### config.mk
export PLATFORM = sky130hd
export DESIGN_NAME = constraint_shift_frame_eval
export DESIGN_NICKNAME = d
export VERILOG_FILES = /design/src/rtl/constraint_shift_frame_eval.sv
export SDC_FILE = /design/constraint.sdc
export NUM_CORES = 1
export LEC_CHECK = 0
export BUFFER_PORTS_ARGS = -buffer_cell sky130_fd_sc_hd__buf_4
export CORE_MARGIN = 10
export CORE_UTILIZATION = 43
export CTS_BUF_LIST = sky130_fd_sc_hd__clkbuf_8
export CTS_CLUSTER_SIZE = 24
export DETAILED_ROUTE_END_ITERATION = 7
export PLACE_DENSITY = 0.65
export SETUP_SLACK_MARGIN = 0.5
export SYNTH_ARGS = -nofsm -noshare
export SYNTH_HDL_FRONTEND = slang
export SYNTH_SLANG_ARGS = --single-unit
### constraint.sdc
create_clock -name clk -period 1.8 [get_ports clk]
set_input_delay 0.36 -clock clk [delete_from_list [all_inputs] [get_ports clk]]
set_output_delay 0.36 -clock clk [all_outputs]
set_load 0.05 [all_outputs]
### src/rtl/constraint_shift_frame_eval.sv
// Streaming frame evaluator for the "OR-reduce of a left-shifted operand" constraint.
// Optional build macro CONSTRAINT_MASK_EN adds the s_mask operand mask port.
module constraint_shift_frame_eval #(
  parameter int WIDTH   = 11,
  parameter int SHAMT_W = 4,
  parameter int CNT_W   = 16,
  parameter int FID_W   = 8
) (
  input  logic               clk,
  input  logic               rst_n,
`ifdef CONSTRAINT_MASK_EN
  input  logic [WIDTH-1:0]   s_mask,
`endif
  input  logic               s_valid,
  output logic               s_ready,
  input  logic [WIDTH-1:0]   s_data,
  input  logic [SHAMT_W-1:0] s_shamt,
  input  logic               s_last,
  output logic               m_valid,
  input  logic               m_ready,
  output logic               m_any,
  output logic               m_all,
  output logic [CNT_W-1:0]   m_hit_cnt,
  output logic [CNT_W-1:0]   m_total_cnt,
  output logic [FID_W-1:0]   m_frame_id
);

  // Handshakes: a beat transfers on the rising edge where valid && ready are
  // both high; a source holds its payload stable while valid && !ready, and
  // ready never depends on the same interface's valid.

  logic [WIDTH-1:0] shifted;
  logic [WIDTH-1:0] mask_eff;
  logic             hit_in;

  // Shifting in a WIDTH-wide context truncates, so shamt >= WIDTH yields zero.
  assign shifted = s_data << s_shamt;
`ifdef CONSTRAINT_MASK_EN
  assign mask_eff = s_mask;
`else
  assign mask_eff = '1;
`endif
  assign hit_in = |(shifted & mask_eff);

  logic             v1;
  logic             hit1;
  logic             last1;
  logic [CNT_W-1:0] acc_hit;
  logic [CNT_W-1:0] acc_tot;
  logic             acc_any;
  logic             acc_all;
  logic [FID_W-1:0] fid;

  logic             adv;
  logic             accept;
  logic             close;
  logic [CNT_W-1:0] hit_sum;
  logic [CNT_W-1:0] tot_sum;
  logic             any_sum;
  logic             all_sum;

  // Stage 1 stalls only when it holds a frame's last sample and the result
  // register is still occupied by an unconsumed frame.
  assign adv     = !(v1 && last1 && m_valid && !m_ready);
  assign s_ready = rst_n && adv;
  assign accept  = s_valid && s_ready;
  assign close   = v1 && last1 && adv;

  always_comb begin
    hit_sum = acc_hit;
    tot_sum = acc_tot;
    if (hit1 && (acc_hit != '1)) hit_sum = acc_hit + CNT_W'(1);
    if (acc_tot != '1)           tot_sum = acc_tot + CNT_W'(1);
    any_sum = acc_any | hit1;
    all_sum = acc_all & hit1;
  end

  always_ff @(posedge clk or negedge rst_n) begin
    if (!rst_n) begin
      v1          <= 1'b0;
      hit1        <= 1'b0;
      last1       <= 1'b0;
      acc_hit     <= '0;
      acc_tot     <= '0;
      acc_any     <= 1'b0;
      acc_all     <= 1'b1;
      fid         <= '0;
      m_valid     <= 1'b0;
      m_any       <= 1'b0;
      m_all       <= 1'b0;
      m_hit_cnt   <= '0;
      m_total_cnt <= '0;
      m_frame_id  <= '0;
    end else begin
      if (adv) begin
        v1 <= accept;
        if (accept) begin
          hit1  <= hit_in;
          last1 <= s_last;
        end
      end

      if (v1 && adv) begin
        if (last1) begin
          acc_hit <= '0;
          acc_tot <= '0;
          acc_any <= 1'b0;
          acc_all <= 1'b1;
        end else begin
          acc_hit <= hit_sum;
          acc_tot <= tot_sum;
          acc_any <= any_sum;
          acc_all <= all_sum;
        end
      end

      // A closing frame wins over a same-cycle consume so m_valid stays high.
      if (close) begin
        m_valid     <= 1'b1;
        m_any       <= any_sum;
        m_all       <= all_sum;
        m_hit_cnt   <= hit_sum;
        m_total_cnt <= tot_sum;
        m_frame_id  <= fid;
        fid         <= fid + FID_W'(1);
      end else if (m_valid && m_ready) begin
        m_valid <= 1'b0;
      end
    end
  end

endmodule

==> metrics.txt, run 1 <==
final core utilization=0.7000; share of post-route cells with drive strength above 1=0.4900; arrival time of the worst setup path=~1.3 ns; top cell type by total area after synthesis=sky130_fd_sc_hd__dfrtp_1; highest net fanout along the worst path=3; worst skew pair latency=roughly 0.37 ns; via count of the first global-routing pass=approximately 4200; post-DR wirelength/cell=between 15 and 20 um; Final Setup Violations=0; area share of xor/xnor cells in the synthesized design=0.05617; number of I/O port buffers=between 60 and 70; count of unresolved DRC violations after routing=0; TritonCTS buffer count=9; number of unique standard cell types used by synthesis=65; final-report hold violation count=0; synthesized cell area=about 4500 um2; Post-Place Worst Slack=0.03898 ns; Setup crit end kind=primary output; I/O pins=64; via count normalized by instance count=around 5.5; number of sinks driven by the clock tree=a little under 90; Pleak=between 3 and 4 nW; worst setup slack after layout=approximately 0.11 ns; cell count after synthesis=between 400 and 500; synthesized net count=about 500; fraction of registers with async set/reset=1.000; data required time at the worst endpoint=between 1 and 1.5 ns; Main synth FF type=sky130_fd_sc_hd__dfrtp_1; run status=completed; unrepaired setup endpoints after global routing=true; overall routed net length=approximately 14000 um; global placer's final weighted congestion=0.8500; number of buffers between clock root and the deepest sink=2; maximum clock frequency=just under 0.6 GHz; Yosys reg bits=between 80 and 90; pin count of the biggest net entering global routing=87; first-pass iteration count of the detailed router=4; slew at the pin with the worst max-slew slack=between 0.4 and 0.5 ns; aggregate global-route resource usage=0.1706; leading cell types by total area after synthesis=sky130_fd_sc_hd__dfrtp_1 (48%), sky130_fd_sc_hd__nand2_1 (8.1%), sky130_fd_sc_hd__o21ai_0 (5.5%), sky130_fd_sc_hd__xnor2_1 (4.3%), sky130_fd_sc_hd__nor2_1 (2.7%); mux share of post-synthesis cell area=0.02048; VDD IR-drop max=approximately 0.84 mV; area share of and/or/nand/nor cells after synthesis=0.2266; class of the most critical setup path=flip-flop to primary output; total number of nets in the final design=around 670; via count=4307; floorplan core area=slightly above 10000 um2; average instance area after synthesis=between 9 and 10 um2; warning count from the yosys run=0; violation count after the first detailed-routing iteration=roughly 320; power density cells=approximately 1100 nW/um2; count of maximum capacitance violations=0; area growth from synthesis to final layout=59.10%; initial core utilization=0.4400; clock slew at reported path FFs=0.09 ns; CTS H-tree lvls=3; Filler Cells Inserted=roughly 730; placed wire-length estimate after detailed placement=roughly 8000 um; antenna cell count=0; die outline width=between 100 and 150 um; TritonCTS clock tree=done; main combinational cell family by area after synthesis=simple AND/OR/NAND/NOR gates; Max Clock Skew=~0.0097 ns; final max-slew violation count=0; Compound-Gate Fraction of Synth Area=0.1652; remaining max-slew budget at the tightest pin=0.6719; y dimension of the die=about 120 um; area of the die=between 15000 and 20000 um2; FP Rows=37; final total negative setup slack=0 ns; overflow left after global routing=0; portion of the post-synthesis area used by sequential elements=0.4873; adder-cell area share of the yosys netlist=0.008301; Clk Tree Root Cell=sky130_fd_sc_hd__clkbuf_8; clock period minus worst slack=~1.7 ns; antenna violations before repair=0; Post-DRT Antenna Nets=0; wire length of the first global-routing pass=roughly 21000 um; kind of path behind the tightest hold check=input pin to asynchronous set/reset pin; Post-synth EDFFs=0; category of the worst setup path launch point=flip-flop; area share of the leading cell type in the synthesized netlist=0.4815; Period Utilization, post-route=0.9405
critical path: stages, from the launching register on:
cell	delay, ns
sky130_fd_sc_hd__dfrtp_2	0.37
sky130_fd_sc_hd__nor2b_4	0.16
sky130_fd_sc_hd__nand3_2	0.12
sky130_fd_sc_hd__and2_4	0.17
sky130_fd_sc_hd__buf_6	0.14
worst paths after layout:
check / start / depth (start not counted) / endpoint / slack, ns
setup / recovery: m_valid$_DFFE_PN0P_ / 4 / s_ready / 0.11
hold / removal: rst_n / 2 / m_hit_cnt[14]$_DFFE_PN0P_ / 0.08
setup reg to reg: acc_hit[0]$_DFFE_PN0P_ / 6 / m_hit_cnt[2]$_DFFE_PN0P_ / 0.12
hold reg to reg: fid[7]$_DFFE_PN0P_ / 1 / fid[7]$_DFFE_PN0P_ / 0.48
max in group asynchronous: rst_n / 2 / m_total_cnt[0]$_DFFE_PN0P_ / 1.18
min in group clk: s_last / 2 / last1$_DFFE_PN0P_ / 0.21
synthesized netlist by cell type, types with 3 or more instances:
cell type / instances
sky130_fd_sc_hd__xor2_1: 7
sky130_fd_sc_hd__nor4_1: 3
sky130_fd_sc_hd__buf_2: 7
sky130_fd_sc_hd__inv_1: 9
sky130_fd_sc_hd__nand2_1: 98
sky130_fd_sc_hd__clkbuf_1: 18
sky130_fd_sc_hd__dfrtp_1: 87
sky130_fd_sc_hd__mux2i_1: 7
sky130_fd_sc_hd__a31oi_1: 8
sky130_fd_sc_hd__a22o_1: 3
sky130_fd_sc_hd__o22ai_1: 3
sky130_fd_sc_hd__a21oi_1: 23
sky130_fd_sc_hd__and3_1: 3
sky130_fd_sc_hd__nor2_1: 32
sky130_fd_sc_hd__ha_1: 3
sky130_fd_sc_hd__nor3_1: 10
sky130_fd_sc_hd__nor2b_1: 3
sky130_fd_sc_hd__o221ai_1: 3
sky130_fd_sc_hd__a21o_1: 3
sky130_fd_sc_hd__o31ai_1: 6
sky130_fd_sc_hd__xnor2_1: 22
sky130_fd_sc_hd__o21ai_0: 50
sky130_fd_sc_hd__nand3_1: 17
sky130_fd_sc_hd__nand4_1: 7
sky130_fd_sc_hd__nor4_4: 3
sky130_fd_sc_hd__and4_1: 4
layout make-up:
cell class	count	area (um2)	area share
clock buffers	9	123.9	0.01722
clock inverters	7	57.56	0.008000
inverters	9	33.78	0.004696
multi-input cells	365	2860	0.3976
flip-flops and latches	88	2221	0.3087
well taps	136	170.2	0.02365
repair buffers	175	1728	0.2402
metrics by stage:
stage          total power [mW]  instances  area, um2  hold slack (ns)
2_1_floorplan             4.586        490       4787          0.06441
3_3_place_gp              5.450        702       5603           0.1887
3_5_place_dp              5.502        702       5603           0.1935
4_1_cts                   7.342        753       6604          -0.2054
5_1_grt                   8.010        789       7194           0.1517
6_report                  7.631        789       7194          0.07990
flip-flops by register name, summed over array words and instances, names as in the netlist, 8 cells and up:
signal / flops
m_hit_cnt: 16
m_total_cnt: 16
m_frame_id: 8
acc_tot: 16
fid: 8
acc_hit: 16
power by group:
part	internal [mW]	switching [mW]	leakage, nW
registers	2.43	0.459	1.13
clock network	0.623	0.727	0.105
logic	1.44	1.96	1.99
total	4.49	3.14	3.22
layout by cell type (no fill, tap or decap), types with 7 or more instances in the layout:
master	n
sky130_fd_sc_hd__nand2_1	81
sky130_fd_sc_hd__inv_1	11
sky130_fd_sc_hd__nand4_1	7
sky130_fd_sc_hd__o21ai_0	7
sky130_fd_sc_hd__dfrtp_1	73
sky130_fd_sc_hd__dfrtp_2	14
sky130_fd_sc_hd__nand2_2	13
sky130_fd_sc_hd__mux2i_1	7
sky130_fd_sc_hd__buf_12	7
sky130_fd_sc_hd__o21ai_1	39
sky130_fd_sc_hd__buf_4	95
sky130_fd_sc_hd__nand3_1	8
sky130_fd_sc_hd__a21oi_1	17
sky130_fd_sc_hd__buf_6	65
sky130_fd_sc_hd__clkbuf_8	9
sky130_fd_sc_hd__xnor2_1	11
sky130_fd_sc_hd__nor2_1	25
sky130_fd_sc_hd__xnor2_2	11
kinds of logic after synthesis:
group	after synthesis
adder cells (fa/ha/maj)	3
AO/OA/AOI/OAI	122
AND/OR/NAND/NOR	202
multiplexers	9
flip-flops	88
XOR/XNOR	29
buffers and inverters	37
timing repair:
item	in CTS	in global routing
pin swaps	45	46
endpoints found under the setup margin	112	122
gates cloned	2	1
buffers inserted	33	34
endpoints found under the hold margin	2	2
resized for setup	144	69
per-layer routing:
layer,vias up,GRT usage,part of all wire
li1,2049,-,-
met1,2160,0.2129,0.42
met2,83,0.2847,0.51
met3,15,0.03581,0.052
met4,0,0.06480,0.014
met5,-,0,0
No activity file was read; power rests on OpenSTA's default activity.
==> inputs of run 2 (changes only) <==
- CELL_PAD_IN_SITES_DETAIL_PLACEMENT: not set -> 0
- CELL_PAD_IN_SITES_GLOBAL_PLACEMENT: not set -> 1
- PLACE_DENSITY: 0.65 -> not set
- PLACE_DENSITY_LB_ADDON: not set -> 0.1
- clock period: 1.8 -> 1.9 ns (I/O delays scaled with it)
==> run 2 against run 1 <==
Against the previous run: register-to-register slack improved by 0.08 ns; utilization decreased by 4.0 points; power down 7.8%; critical path depth increased by 3; die area unchanged; cell count fell by 1.3%; clock power is essentially flat; critical path type is now flip-flop to flip-flop; sequential cell count did not move; worst setup slack better by 0.090 ns; clock-buffer cell count grew 2; sequential share of layout area increased by 1.9 points; non-clock buffer count decreased by 10; highest routed layer unchanged.
==> metrics.txt, run 2 (same netlist as run 1, synthesis figures left out) <==
run status=completed; class of the most critical setup path=flip-flop to flip-flop; unrepaired setup endpoints after global routing=true; routed wl met2=between 6000 and 7000 um; Pleak=between 3 and 4 nW; post-route met1 wirelength=5626 um; overall routed net length=12640 um; y dimension of the die=between 100 and 150 um; area growth from synthesis to final layout=50.08%; buffer and inverter count on the worst path=1; worst setup slack after layout=0.1973 ns; count of unresolved DRC violations after routing=0; most frequent cells in the layout=sky130_fd_sc_hd__buf_4 (135), sky130_fd_sc_hd__nand2_1 (90), sky130_fd_sc_hd__dfrtp_1 (68), sky130_fd_sc_hd__o21ai_1 (39), sky130_fd_sc_hd__nor2_1 (25); clock network fraction of design power=0.197; TritonCTS clock tree=done; Filler Cells Inserted=between 800 and 900; antenna cell count=0; series of cell instances along the critical path=ha_4 -> nand4_4 -> nor4_4 -> buf_6 -> or2b_1 -> mux2i_1 -> o21ai_1; total number of nets in the final design=661; I/O pins=64; post-DR wirelength/cell=between 15 and 20 um; clock slew at reported path FFs=roughly 0.08 ns; Internal=a little over 4 mW; footprint of the flip-flops and latches=2227 um2; antenna violations before repair=0; multi-input logic area=between 2000 and 3000 um2; area of the die=15020 um2; stage delay of the slowest cell on the critical path=0.40 ns; final max-slew violation count=0; number of sinks driven by the clock tree=88; number of buffers between clock root and the deepest sink=2; FP Rows=37; remaining max-slew budget at the tightest pin=0.6827; share of total power in combinational logic=0.424; arrival time of the worst setup path=around 2 ns; crit path max-delay cell type=sky130_fd_sc_hd__dfrtp_2; category of the worst setup path launch point=flip-flop; Top Layer Used=met4; kind of path behind the tightest hold check=input pin to asynchronous set/reset pin; aggregate global-route resource usage=0.1698; Max Clock Skew=approximately 0.012 ns; worst skew pair latency=0.37 ns; count of maximum capacitance violations=0; Largest delay share family, worst path=simple AND/OR/NAND/NOR gates; power density cells=between 1000 and 1500 nW/um2; global placer's final weighted congestion=a little over 0.8; Final Setup Violations=0; pin count of the biggest net entering global routing=80; via count of the first global-routing pass=about 4100; violation count after the first detailed-routing iteration=roughly 170; highest net fanout along the worst path=5; overflow left after global routing=0; maximum clock frequency=0.5873 GHz; placed wire-length estimate after detailed placement=7795 um; die outline width=between 100 and 150 um; final total negative setup slack=0 ns; VDD IR-drop max=0.9941 mV; Post-DRT Antenna Nets=0; share of total power consumed by net switching=0.4114; first-pass iteration count of the detailed router=4; routed length on met3=around 600 um; via count normalized by instance count=~5.3; TritonCTS buffer count=9; leading cell type in the layout, fill and taps excluded=sky130_fd_sc_hd__buf_4; via count=4100; share of post-route cells with drive strength above 1=0.4572; wire length of the first global-routing pass=around 21000 um; clock period minus worst slack=roughly 1.7 ns; Post-Place Worst Slack=~0.09 ns; Clk Tree Root Cell=sky130_fd_sc_hd__clkbuf_8; floorplan core area=10280 um2; number of I/O port buffers=63; Setup crit end kind=flip-flop; final-report hold violation count=0; Psw=slightly below 3 mW; Period Utilization, post-route=0.8961; initial core utilization=0.4400; slew at the pin with the worst max-slew slack=about 0.47 ns; data required time at the worst endpoint=between 2 and 2.5 ns; CTS H-tree lvls=3; sequential group share of total power=0.380
run 2: metrics by stage:
stage	cells	cell area, um2	hold slack, ns	total power, mW	utilization
4_1_cts	756	6431	0.1342	6.925	0.6258
5_1_grt	779	6787	0.1546	7.417	0.6603
3_5_place_dp	688	5489	0.2596	5.121	0.5341
6_report	779	6787	0.1195	7.037	0.6603
3_3_place_gp	688	5489	0.2551	5.073	0.5341
2_1_floorplan	490	4758	0.08441	4.338	-
run 2: path summary, 6_finish.rpt:
kind                                            end              startpoint  slack (ns)  cells past startpoint
min in group clk                  last1$_DFFE_PN0P_                  s_last        0.25                      2
setup / recovery             acc_tot[2]$_DFFE_PN0P_  acc_tot[1]$_DFFE_PN0P_        0.20                      7
setup reg to reg             acc_tot[2]$_DFFE_PN0P_  acc_tot[1]$_DFFE_PN0P_        0.20                      7
max in group asynchronous         last1$_DFFE_PN0P_                   rst_n        0.95                      2
hold / removal             m_hit_cnt[6]$_DFFE_PN0P_                   rst_n        0.12                      2
hold reg to reg                  fid[7]$_DFFE_PN0P_      fid[7]$_DFFE_PN0P_        0.48                      1
run 2: power groups by stage:
| stage | clock [mW] | sequential (mW) | combinational, mW |
|---|---|---|---|
| final | 1.38 | 2.67 | 2.98 |
| after global routing | 1.47 | 2.72 | 3.23 |
| after CTS | 1.41 | 2.67 | 2.84 |
| after detailed placement | 0 | 2.79 | 2.33 |
| after global placement | 0 | 2.77 | 2.30 |
| after floorplan | 0 | 3.46 | 0.881 |
run 2: per-layer routing:
metal,GRT usage,vias up
met2,0.2709,88
met5,0,-
met3,0.03581,22
met4,0.06996,0
li1,-,2030
met1,0.2202,1960
run 2: repair_timing:
item	4_1_cts	5_1_grt
hold buffers	1	0
buffers inserted	50	23
endpoints found under the setup margin	82	83
pin swaps	45	38
resized for setup	96	42
hold endpoints to repair	9	0
cloned	1	0
run 2: final cells by class:
type	instances	area share
clock buffers	11	0.02231
clock inverters	5	0.008112
inverters	9	0.004978
multi-input cells	365	0.4025
flip-flops and latches	88	0.3282
well taps	136	0.02507
repair buffers	165	0.2089
==> inputs of run 3 (changes only) <==
==> constraint.sdc (replaced) <==
create_clock -name clk -period 1.9 [get_ports clk]
set_input_delay 0.57 -clock clk [delete_from_list [all_inputs] [get_ports clk]]
set_output_delay 0.57 -clock clk [all_outputs]
set_load 0.05 [all_outputs]
==> run 3 against run 2 <==
Against the previous run: clock power decreased by 4%; sequential cell count did not move; combinational power increased by 8.1%; register-to-register slack is essentially flat; final area up 4.8%; utilization grew 3.2 points; critical endpoint is now s_ready; wire length grew 4.7%.
==> metrics.txt, run 3 (same netlist as run 1, synthesis figures left out) <==
I/O pins=64; kind of path behind the tightest hold check=input pin to asynchronous set/reset pin; pin count of the biggest net entering global routing=slightly below 80; Max Clock Skew=between 0.015 and 0.02 ns; WHS=0.2111 ns; area of the die=approximately 15000 um2; count of unresolved DRC violations after routing=0; violation count after the first detailed-routing iteration=just over 200; final total negative setup slack=0 ns; antenna cell count=0; Pleak=between 3 and 4 nW; run status=completed; number of I/O port buffers=63; remaining max-slew budget at the tightest pin=0.7144; footprint of the flip-flops and latches=about 2200 um2; Psw=~3 mW; Internal=around 4.3 mW; arrival time of the worst setup path=~1.3 ns; die outline width=~120 um; clock period minus worst slack=1.824 ns; clock slew at reported path FFs=approximately 0.1 ns; share of total power in combinational logic=0.444; first-pass iteration count of the detailed router=4; power density cells=roughly 1000 nW/um2; count of maximum capacitance violations=0; via count=around 4200; slew at the pin with the worst max-slew slack=about 0.43 ns; data required time at the worst endpoint=1.33 ns; Final Setup Violations=0; share of post-route cells with drive strength above 1=0.4726; aggregate global-route resource usage=0.1723; clock network fraction of design power=0.183; floorplan core area=just over 10000 um2; area growth from synthesis to final layout=57.30%; total number of nets in the final design=676; FP Rows=37; Filler Cells Inserted=a little under 800; final max-slew violation count=0; sequential group share of total power=0.373; wire length of the first global-routing pass=20840 um; global placer's final weighted congestion=0.8368; placed wire-length estimate after detailed placement=8128 um; overflow left after global routing=0; maximum clock frequency=approximately 0.55 GHz; worst skew pair latency=about 0.37 ns; via count of the first global-routing pass=approximately 4200; TritonCTS clock tree=done; class of the most critical setup path=flip-flop to primary output; y dimension of the die=about 120 um; CTS H-tree lvls=3; number of sinks driven by the clock tree=88; initial core utilization=0.4400; multi-input logic area=about 2800 um2; via count normalized by instance count=~5.3; final-report hold violation count=0; share of total power consumed by net switching=0.4092; Post-DRT Antenna Nets=0; most frequent cells in the layout=sky130_fd_sc_hd__buf_4 (104), sky130_fd_sc_hd__nand2_1 (94), sky130_fd_sc_hd__dfrtp_1 (73), sky130_fd_sc_hd__buf_6 (63), sky130_fd_sc_hd__o21ai_1 (40); VDD IR-drop max=around 1 mV; leading cell type in the layout, fill and taps excluded=sky130_fd_sc_hd__buf_4; Clk Tree Root Cell=sky130_fd_sc_hd__clkbuf_8; overall routed net length=between 10000 and 15000 um; category of the worst setup path launch point=flip-flop; unrepaired setup endpoints after global routing=true; antenna violations before repair=0; Setup crit end kind=primary output; highest net fanout along the worst path=2; Period Utilization, post-route=0.9600; post-DR wirelength/cell=between 15 and 20 um; hold_buf cts=0; TritonCTS buffer count=9; number of buffers between clock root and the deepest sink=2
[run 3: cell count changes in the layout (fill, tap and decap cells not counted), moves of 3 or more]
cell / delta
sky130_fd_sc_hd__buf_6: +44
sky130_fd_sc_hd__xnor2_2: +3
sky130_fd_sc_hd__a21oi_2: +6
sky130_fd_sc_hd__buf_4: -31
sky130_fd_sc_hd__nand2_2: -3
sky130_fd_sc_hd__dfrtp_1: +5
sky130_fd_sc_hd__dfrtp_2: -5
sky130_fd_sc_hd__nand2_1: +4
sky130_fd_sc_hd__xnor2_1: -3
sky130_fd_sc_hd__a21oi_1: -6
[run 3: cell type report]
type | instances | share of cell area
well taps | 136 | 0.02392
multi-input cells | 365 | 0.3872
clock buffers | 9 | 0.01741
inverters | 9 | 0.004749
repair buffers | 180 | 0.2443
clock inverters | 7 | 0.01020
flip-flops and latches | 88 | 0.3122
[run 3: metal layers]
metal	GRT usage	share of wire
met1	0.2161	0.43
met2	0.2836	0.50
met3	0.04086	0.047
met4	0.06406	0.017
met5	0	0
[run 3: path summary, 6_finish.rpt]
path                                        startpoint                       to  slack (ns)  cells after the start
worst min-delay path                             rst_n  acc_tot[11]$_DFFE_PN0P_        0.21                      2
worst min register to register      fid[7]$_DFFE_PN0P_       fid[7]$_DFFE_PN0P_        0.48                      1
worst max register to register  acc_tot[1]$_DFFE_PN0P_   acc_tot[1]$_DFFE_PN0P_        0.21                      7
worst max-delay path               m_valid$_DFFE_PN0P_                  s_ready        0.08                      4
min in group clk                                s_last        last1$_DFFE_PN0P_        0.45                      2
max in group asynchronous                        rst_n      acc_all$_DFFE_PN1P_        1.23                      2
[run 3: repair_timing]
item	CTS	global route
pin swaps	45	44
setup buffers	46	31
gates resized for setup	140	45
cloned	1	0
setup endpoints to repair	110	125
[run 3: per-stage QoR]
stage / utilization / setup WS, ns / std cells / total power, mW / cell area, um2
floorplan: - / 0.2466 / 490 / 4.335 / 4752
global placement: 0.5446 / 0.07804 / 700 / 5.161 / 5597
detailed placement: 0.5446 / 0.06206 / 700 / 5.200 / 5597
CTS: 0.6495 / 0.06673 / 763 / 7.086 / 6675
global route: 0.6921 / 0.01584 / 794 / 7.653 / 7113
finish: 0.6921 / 0.07599 / 794 / 7.265 / 7113
[run 3: critical path, stage by stage, from the launching register on]
cell and delay, ns:
sky130_fd_sc_hd__dfrtp_2 0.37, sky130_fd_sc_hd__nor2b_4 0.15, sky130_fd_sc_hd__nand3_2 0.09, sky130_fd_sc_hd__and2_4 0.15, sky130_fd_sc_hd__buf_8 0.14
[run 3: power by group through the flow]
stage | combinational (mW) | sequential (mW) | clock, mW
5_1_grt | 3.46 | 2.77 | 1.42
2_1_floorplan | 0.879 | 3.46 | 0
6_report | 3.22 | 2.71 | 1.33
3_5_place_dp | 2.48 | 2.72 | 0
4_1_cts | 3.04 | 2.69 | 1.36
3_3_place_gp | 2.46 | 2.70 | 0
